File: config.mk
export PLATFORM = sky130hd
export DESIGN_NAME = sram_rd_sched_flat
export DESIGN_NICKNAME = d
export VERILOG_FILES = /design/src/rtl/sram_rd_sched_if.sv /design/src/rtl/sram_rd_sched.sv /design/src/flat_wrapper.sv
export SDC_FILE = /design/constraint.sdc
export NUM_CORES = 1
export LEC_CHECK = 0
export ABC_AREA = 0
export BUFFER_PORTS_ARGS = -buffer_cell sky130_fd_sc_hd__buf_4
export CAP_MARGIN = 0
export CORE_MARGIN = 3
export CORE_UTILIZATION = 35
export CTS_CLUSTER_DIAMETER = 200
export DETAILED_ROUTE_END_ITERATION = 7
export SLEW_MARGIN = 20
export SYNTH_ARGS = -nofsm -noshare
export SYNTH_HDL_FRONTEND = slang
export SYNTH_SLANG_ARGS = --single-unit
export TNS_END_PERCENT = 50
File: constraint.sdc
create_clock -name clk -period 3.56 [get_ports clk]
set_input_delay 0.356 -clock clk [delete_from_list [all_inputs] [get_ports clk]]
set_output_delay 0.356 -clock clk [all_outputs]
set_load 0.02 [all_outputs]
File: src/rtl/sram_rd_sched_if.sv
// sram_rd_sched_if: queue status inputs and read-engine handshake for one output-port scheduler.
interface sram_rd_sched_if #(
   parameter int num_of_priority = 8,
   parameter int pri_width = $clog2(num_of_priority)
);
   logic [num_of_priority-1:0] q_nonempty, ready;
   logic mode, deq_ack, beat_vld, beat_eop;
   logic deq_req, busy, err_stray;
   logic [pri_width-1:0] deq_pri;
   logic [15:0] beat_cnt;
   modport master (
      output q_nonempty, ready, mode, deq_ack, beat_vld, beat_eop,
      input deq_req, deq_pri, busy, beat_cnt, err_stray
   );
   modport slave (
      input q_nonempty, ready, mode, deq_ack, beat_vld, beat_eop,
      output deq_req, deq_pri, busy, beat_cnt, err_stray
   );
endinterface

File: src/rtl/sram_rd_sched.sv
// sram_rd_sched: per-output-port dequeue scheduler, strict priority with aging or round-robin,
// holding each grant until the packet's last beat has been read.
module sram_rd_sched #(
   parameter int num_of_priority = 8,
   parameter int pri_width = $clog2(num_of_priority),
   parameter int starve_limit = 15,
   parameter int cnt_width = $clog2(starve_limit + 1)
) (
   input logic clk,
   input logic rst_n,
   sram_rd_sched_if.slave io
);
   typedef enum logic [1:0] {IDLE, REQ, XFER} state_t;
   state_t state_q;
   logic deq_req_q, busy_q, err_stray_q;
   logic [pri_width-1:0] deq_pri_q, rr_q, rr_d, win_s, win_r, win;
   logic [15:0] beat_cnt_q;
   logic [cnt_width-1:0] age_q [num_of_priority];
   logic [cnt_width-1:0] age_d [num_of_priority];
   logic [num_of_priority-1:0] elig, starved, pool;
   int j;
   assign elig = io.q_nonempty & io.ready;
   always_comb begin
      starved = '0;
      win_s = '0;
      win_r = '0;
      j = 0;
      for (int i = 0; i < num_of_priority; i++)
         starved[i] = elig[i] && (age_q[i] == cnt_width'(starve_limit));
      pool = |starved ? starved : elig;
      for (int i = 0; i < num_of_priority; i++)
         if (pool[i]) win_s = pri_width'(i);
      // descending offset so the nearest eligible queue at or after rr_q is written last
      for (int i = num_of_priority - 1; i >= 0; i--) begin
         j = int'(rr_q) + i;
         j = (j >= num_of_priority) ? j - num_of_priority : j;
         if (elig[pri_width'(j)]) win_r = pri_width'(j);
      end
      win = io.mode ? win_r : win_s;
      rr_d = (win == pri_width'(num_of_priority - 1)) ? '0 : win + pri_width'(1);
      for (int i = 0; i < num_of_priority; i++)
         age_d[i] = (pri_width'(i) == win) ? '0 :
                    (elig[i] && age_q[i] != cnt_width'(starve_limit)) ? age_q[i] + cnt_width'(1) : age_q[i];
   end
   always_ff @(posedge clk or negedge rst_n) begin
      if (!rst_n) begin
         state_q <= IDLE;
         deq_req_q <= 1'b0;
         deq_pri_q <= '0;
         busy_q <= 1'b0;
         beat_cnt_q <= '0;
         err_stray_q <= 1'b0;
         rr_q <= '0;
         age_q <= '{default: '0};
      end else begin
         if (io.beat_vld && state_q != XFER) err_stray_q <= 1'b1;
         case (state_q)
            IDLE: if (|elig) begin
               deq_pri_q <= win;
               deq_req_q <= 1'b1;
               busy_q <= 1'b1;
               beat_cnt_q <= '0;
               age_q <= age_d;
               if (io.mode) rr_q <= rr_d;
               state_q <= REQ;
            end
            REQ: if (io.deq_ack) begin
               deq_req_q <= 1'b0;
               state_q <= XFER;
            end
            XFER: if (io.beat_vld) begin
               beat_cnt_q <= beat_cnt_q + ((beat_cnt_q != 16'hFFFF) ? 16'd1 : 16'd0);
               if (io.beat_eop) begin
                  busy_q <= 1'b0;
                  state_q <= IDLE;
               end
            end
            default: state_q <= IDLE;
         endcase
      end
   end
   assign io.deq_req = deq_req_q;
   assign io.deq_pri = deq_pri_q;
   assign io.busy = busy_q;
   assign io.beat_cnt = beat_cnt_q;
   assign io.err_stray = err_stray_q;
endmodule

File: src/flat_wrapper.sv
// flat-port wrapper written by rule: the top's interface ports become plain ports
module sram_rd_sched_flat 
#(
   parameter int num_of_priority = 8,
   parameter int pri_width = $clog2(num_of_priority),
   parameter int starve_limit = 15,
   parameter int cnt_width = $clog2(starve_limit + 1)
)
  (clk, rst_n, io_q_nonempty, io_ready, io_mode, io_deq_ack, io_beat_vld, io_beat_eop, io_deq_req, io_deq_pri, io_busy, io_beat_cnt, io_err_stray);
  sram_rd_sched_if #(.num_of_priority(num_of_priority), .pri_width(pri_width)) io_i ();
  input logic clk;
  input logic rst_n;
  input wire logic [$bits(io_i.q_nonempty)-1:0] io_q_nonempty;
  input wire logic [$bits(io_i.ready)-1:0] io_ready;
  input wire logic [$bits(io_i.mode)-1:0] io_mode;
  input wire logic [$bits(io_i.deq_ack)-1:0] io_deq_ack;
  input wire logic [$bits(io_i.beat_vld)-1:0] io_beat_vld;
  input wire logic [$bits(io_i.beat_eop)-1:0] io_beat_eop;
  output wire logic [$bits(io_i.deq_req)-1:0] io_deq_req;
  output wire logic [$bits(io_i.deq_pri)-1:0] io_deq_pri;
  output wire logic [$bits(io_i.busy)-1:0] io_busy;
  output wire logic [$bits(io_i.beat_cnt)-1:0] io_beat_cnt;
  output wire logic [$bits(io_i.err_stray)-1:0] io_err_stray;
  assign io_i.q_nonempty = io_q_nonempty;
  assign io_i.ready = io_ready;
  assign io_i.mode = io_mode;
  assign io_i.deq_ack = io_deq_ack;
  assign io_i.beat_vld = io_beat_vld;
  assign io_i.beat_eop = io_beat_eop;
  assign io_deq_req = io_i.deq_req;
  assign io_deq_pri = io_i.deq_pri;
  assign io_busy = io_i.busy;
  assign io_beat_cnt = io_i.beat_cnt;
  assign io_err_stray = io_i.err_stray;
  sram_rd_sched #(.num_of_priority(num_of_priority), .pri_width(pri_width), .starve_limit(starve_limit), .cnt_width(cnt_width)) u_core (.clk(clk), .rst_n(rst_n), .io(io_i));
endmodule
* Word level (Yosys, flattened, before mapping)
Cells that the tools add are included. W data, S select, Z words.
Cells by class: divide/modulo/power cells 0, magnitude comparators 16, eq/ne operators 32, shift-type cells 0, bitwise operators 1, reduce and logical (&&, ||, !) cells 45, multiplexer cells 81, $mul 0, add/subtract/negate cells 25
Operators with widths (count):
- $mux W3 | 24
- $mux W4 | 16
- $lt A3 B5 Y1 const B | 8
- $reduce_and A3 Y1 | 11
- $add A4 B1 Y4 const B | 8
- $eq A4 B4 Y1 const B | 8
- $mux W16 | 2
- $ne A4 B4 Y1 const B | 8
- $pmux W16 S2 | 1
- $ge A4 B4 Y1 const B | 7
- $bmux W1 S3 | 8
- $sub A3 B1 Y3 const B | 8
- $mux W1 | 22
- $reduce_bool A2 Y1 | 10
- $logic_and A1 B1 Y1 | 17
- $add A16 B16 Y16 | 1
- $add A3 B3 Y4 const B | 4
- $ne A16 B16 Y1 const B | 1
- $reduce_or A8 Y1 | 2
- $eq A3 B3 Y1 const A | 4
- $add A3 B2 Y4 const B | 2
- $and A8 B8 Y8 | 1
- $mux W2 | 4
- $mux W8 | 1
- other kinds (16) | 22
Storage, ports and cells: bits in registers 59, ROM bits 0, bits in writable memories 0, input bits 22, memories 0, latch bits 0, logic and storage cells 215

* Longest topological paths before layout
word-level depth 18, gate-level depth with buffers 16

* Least setup slack after synthesis
OpenSTA, ideal clock, no wires.
path kind register to register, from register u_core.rr_q[0], to register u_core.age_q[18] (netlist bit), arrival 3.646 ns, slack -0.163 ns, stages on the path, launching flop included 16, path buffers 2, data required time 3.483 ns, path through dfrtp_1 buf_4 inv_2 buf_4 ha_1 xnor2_1 mux4_2 mux2i_4 nor4_1 o311a_1 or4b_4 o31a_1 ha_1 ha_1 a41o_1 a21oi_1
On the way: word-level cells in the longest chain between the ends 18, elaborated cells between the ends (all ways) 68, those cells by class add/sub: 15; order compare: 8; eq/ne: 1; mux: 42; reduce/logical: 2
Ends and longest elaborated chain:
- start: declaration | line sram_rd_sched.sv:16 | logic [pri_width-1:0] deq_pri_q, rr_q, rr_d, win_s, win_r, win;
- start signal: assignment | line sram_rd_sched.sv:64 | if (io.mode) rr_q <= rr_d;
- $add A3 B3 Y4 | line sram_rd_sched.sv:35 | j = int'(rr_q) + i;
- $ge A4 B4 Y1 or $sub A3 B1 Y3 (tied branches) | line sram_rd_sched.sv:36 | j = (j >= num_of_priority) ? j - num_of_priority : j;
- $mux W3 | line sram_rd_sched.sv:36
- $bmux W1 S3 | line sram_rd_sched.sv:37 | if (elig[pri_width'(j)]) win_r = pri_width'(j);
- $mux W1 (implied by the code) (2 in series) | line sram_rd_sched.sv:37
- $mux W3 (7 in series) | line sram_rd_sched.sv:37
- $mux W3 (*) | line sram_rd_sched.sv:37
- $mux W3 (*) | line sram_rd_sched.sv:39 | win = io.mode ? win_r : win_s;
- via u_core.win[0] | line sram_rd_sched.sv:16
- $eq A2 B3 Y1 (*) | line sram_rd_sched.sv:42 | age_d[i] = (pri_width'(i) == win) ? '0 :
- $reduce_bool A2 Y1 (no line)
- $reduce_and A3 Y1 (no line)
- end signal: assignment | line sram_rd_sched.sv:63 | age_q <= age_d;
- end: declaration | line sram_rd_sched.sv:18 | logic [cnt_width-1:0] age_q [num_of_priority];
The timed path passes the listed nets; every way through them passes the cells marked *. The select of a mux whose other input is x is not followed. A chain may end at the register's enable or synchronous reset.

* Worst setup path in the final report
from register u_core.rr_q[0], to register u_core.rr_q[1]
On the way: word-level cells in the longest chain between the ends 17, elaborated cells between the ends (all ways) 67, those cells by class add/sub: 16; order compare: 8; eq/ne: 1; mux: 42
Ends and longest elaborated chain:
- $add A3 B3 Y4 | line sram_rd_sched.sv:35
- $ge A4 B4 Y1 or $sub A3 B1 Y3 (tied branches) | line sram_rd_sched.sv:36
- $mux W3 | line sram_rd_sched.sv:36
- $bmux W1 S3 | line sram_rd_sched.sv:37
- $mux W1 (implied by the code) (2 in series) | line sram_rd_sched.sv:37
- $mux W3 (7 in series) | line sram_rd_sched.sv:37
- $mux W3 (*) | line sram_rd_sched.sv:37
- $mux W3 (*) | line sram_rd_sched.sv:39
- via u_core.win[0] | line sram_rd_sched.sv:16
- $add A3 B1 Y3 or $eq A3 B3 Y1 (tied branches) | line sram_rd_sched.sv:40 | rr_d = (win == pri_width'(num_of_priority - 1)) ? '0 : win + pri_width'(1);
- $mux W3 (*) | line sram_rd_sched.sv:40
Marks and branches as above.

==> flow_summary.json <==
{
  "post-route-min-period_ps": 3410,
  "cap_violations": 0,
  "setup_slack_ps": 154,
  "ys_seq_area_share_pct": 33.6,
  "path_clk_slew_ps": 50,
  "area_delta_synth_final_pct": 26.8,
  "coreArea_um2": 12200,
  "dieArea_um2": 13900,
  "timing.critical_path.fanout_max": 12,
  "nets": 603,
  "cp-start-kind": "register",
  "clkLatencyLatePin_ps": 330,
  "wl_mm": 12.6,
  "yosys_warnings": 0,
  "p_leak_nw": 2.41,
  "grt_pass1_wl_mm": 20.8,
  "ant_nets": 0,
  "final_common_cell": "buf_4",
  "syn-num-nets": 523,
  "drc": 0,
  "hold_violations": 0,
  "syn_area_um2": 4400,
  "timing.critical_path.buf_inv": 1,
  "max_freq_mhz": 294,
  "place_hpwl_mm": 9.63,
  "ys_ff_latch": 59,
  "rsz0062_at_grt": "false",
  "rows": 40,
  "cts_tree": "yes",
  "final-setup-viol-count": 0,
  "via_per_inst": 5.58,
  "synthFlopType": "dfrtp_1",
  "antenna_found_initial": 0,
  "grt_max_degree": 60,
  "die_x_um": 118,
  "portBuffers": 43,
  "via_count": 4110,
  "slowest_delay_ps": 560,
  "dr.pass1.iters": 5,
  "cp_slowest_cell": "or4b_4",
  "drt_iter0_drc": 263,
  "h-tree-depth": 3,
  "worstHoldPathType": "in -> async",
  "max_slew.worst_pin.slew_ps": 760,
  "root_buffer": "clkbuf_16",
  "peakVddDrop_uv": 392,
  "end_kind": "register",
  "io_pins": 44,
  "layout-drive-gt1-share_pct": 26.2,
  "wl_per_cell_um": 17.1,
  "async_flop_share_pct": 100,
  "slew_viol_final": 0,
  "critPathRequiredTime_ps": 3790,
  "cpLargestDelayFamily": "multiplexers",
  "synthCells": 483,
  "rr_endpoint": "u_core.rr_q[1]",
  "fin_util_pct": 45.8,
  "synth_top_area_share_pct": 33.6,
  "status": "complete, no violations",
  "powerDensity_nw_per_um2": 814,
  "cts_sinks": 59,
  "ys_top_cells_by_area": "dfrtp_1 34%, ha_1 5.1%, mux4_2 5.1%",
  "yosysTopAreaCell": "dfrtp_1",
  "slew_headroom_pct": 49.3,
  "nFillCells": 1207,
  "grt_pass1_vias": 4085,
  "place_ws_ps": -42.1,
  "r2r_slack_ps": 150,
  "clk_path_buf_depth": 2,
  "clock_skew_ps": 7.94,
  "place_congestion": 0.926,
  "avgSynthCellArea_um2": 9.10,
  "cts_buffers": 9,
  "grt.total_usage_pct": 18.3,
  "fp.dieH_um": 118,
  "period_share_pct": 95.7,
  "synth_edf_count": 0,
  "r2r-start": "u_core.rr_q[0]",
  "grt-ovfl-total": 0,
  "initial_core_util_pct": 36.2,
  "reg2reg_depth": 10,
  "antenna_cells": 0,
  "layout_common_cells": "94 x buf_4, 57 x dfrtp_1, 53 x nand2_1",
  "ys_types": 72,
  "critPathArrivalTime_ps": 3640,
  "crit_type": "reg -> reg",
  "crit_chain": "buf_6, mux4_2, mux2_4, nor2b_4, o311a_1, or4b_4, o31a_1, ha_2, ha_1, o31ai_2"
}
-- final cells by class --
cell class | count | area (µm²) | share of cell area, %
clock buffer | 12 | 246 | 4.42
clock inverter | 4 | 50.0 | 0.898
inverter | 15 | 58.8 | 1.06
multi-input combinational | 381 | 2790 | 50.0
sequential | 59 | 1480 | 26.5
tap | 168 | 210 | 3.77
timing repair buffer | 97 | 739 | 13.3
-- power by group --
group          internal [mW]  switching [mW]  total (mW)
logic                   1.21            1.39        2.60
clock network          0.559           0.292       0.850
registers              0.876           0.207        1.08
total                   2.64            1.89        4.53
-- synthesized netlist by cell type (4+ instances only) --
master	count
nand3_1	31
and4_1	4
mux2i_1	6
o21ai_0	28
xnor2_1	12
and3_1	7
or3_1	6
ha_1	18
nor2_1	34
and2_1	8
inv_1	14
nand4_1	8
dfrtp_1	59
nor3_1	5
buf_2	4
xor2_1	14
a21o_1	7
nand2b_1	4
a22o_1	8
o22ai_1	6
o211ai_1	5
mux4_2	10
a21oi_1	18
a211oi_1	6
clkbuf_1	18
nand2_1	53
a31oi_1	16
-- cell families after synthesis --
family / after synthesis / synth area share [%]
adders and majority gates: 18 / 5.12
and+or+nand+nor: 178 / 20.3
buffers and inverters: 43 / 4.47
xor gates and xnor gates: 26 / 5.18
AOI/OAI and AO/OA: 135 / 21.5
muxes: 24 / 9.90
DFF: 59 / 33.6
-- registers in the layout, summed over array words and instances (netlist names) --
name                 flops
u_core.age_q            32
u_core.io.beat_cnt      16
u_core.io.deq_pri        3
u_core.rr_q              3
u_core.state_q           2
u_core.io.busy           1
u_core.io.deq_req        1
u_core.io.err_stray      1
-- metrics by stage --
step / cells / TNS [ps] / hold slack [ps] / area, µm² / total power, mW
after floorplan: 483 / 0 / 60.4 / 4420 / 2.69
after global routing: 736 / 0 / 151 / 5570 / 4.88
after detailed placement: 714 / -47.1 / 448 / 5170 / 3.57
after global placement: 714 / 0 / 443 / 5170 / 3.52
after CTS: 730 / 0 / 121 / 5480 / 4.46
final: 736 / 0 / 97.6 / 5570 / 4.53
-- worst register-to-register path, stage by stage, from the launching register on --
cell	delay, ps
dfrtp_2	430
buf_6	180
mux4_2	550
mux2_4	290
nor2b_4	120
o311a_1	290
or4b_4	560
o31a_1	140
ha_2	200
ha_1	280
o31ai_2	270
-- worst max path at each step --
stage / start / to / depth (start not counted)
2_1_floorplan: u_core.rr_q[0] / u_core.age_q[18] / 15
3_3_place_gp: u_core.rr_q[0] / u_core.rr_q[1] / 12
3_5_place_dp: u_core.rr_q[0] / u_core.rr_q[1] / 12
4_1_cts: u_core.rr_q[1] / u_core.rr_q[1] / 12
5_1_grt: u_core.rr_q[1] / u_core.age_q[5] / 12
6_report: u_core.rr_q[0] / u_core.rr_q[1] / 10
-- repair_timing --
item | 4_1_cts | 5_1_grt
buffers inserted | 0 | 6
endpoints found under the setup margin | 2 | 23
hold buffers | 0 | 0
resized for setup | 1 | 16
pin swaps | 0 | 1
-- metal layers --
metal	GRT usage (%)	routed length [µm]	up-vias
li1	-	-	1976
met1	24.0	5550	1955
met2	29.3	5860	145
met3	4.52	783	34
met4	6.74	406	0
met5	0	0	-
No activity file was read; power rests on OpenSTA's default activity.
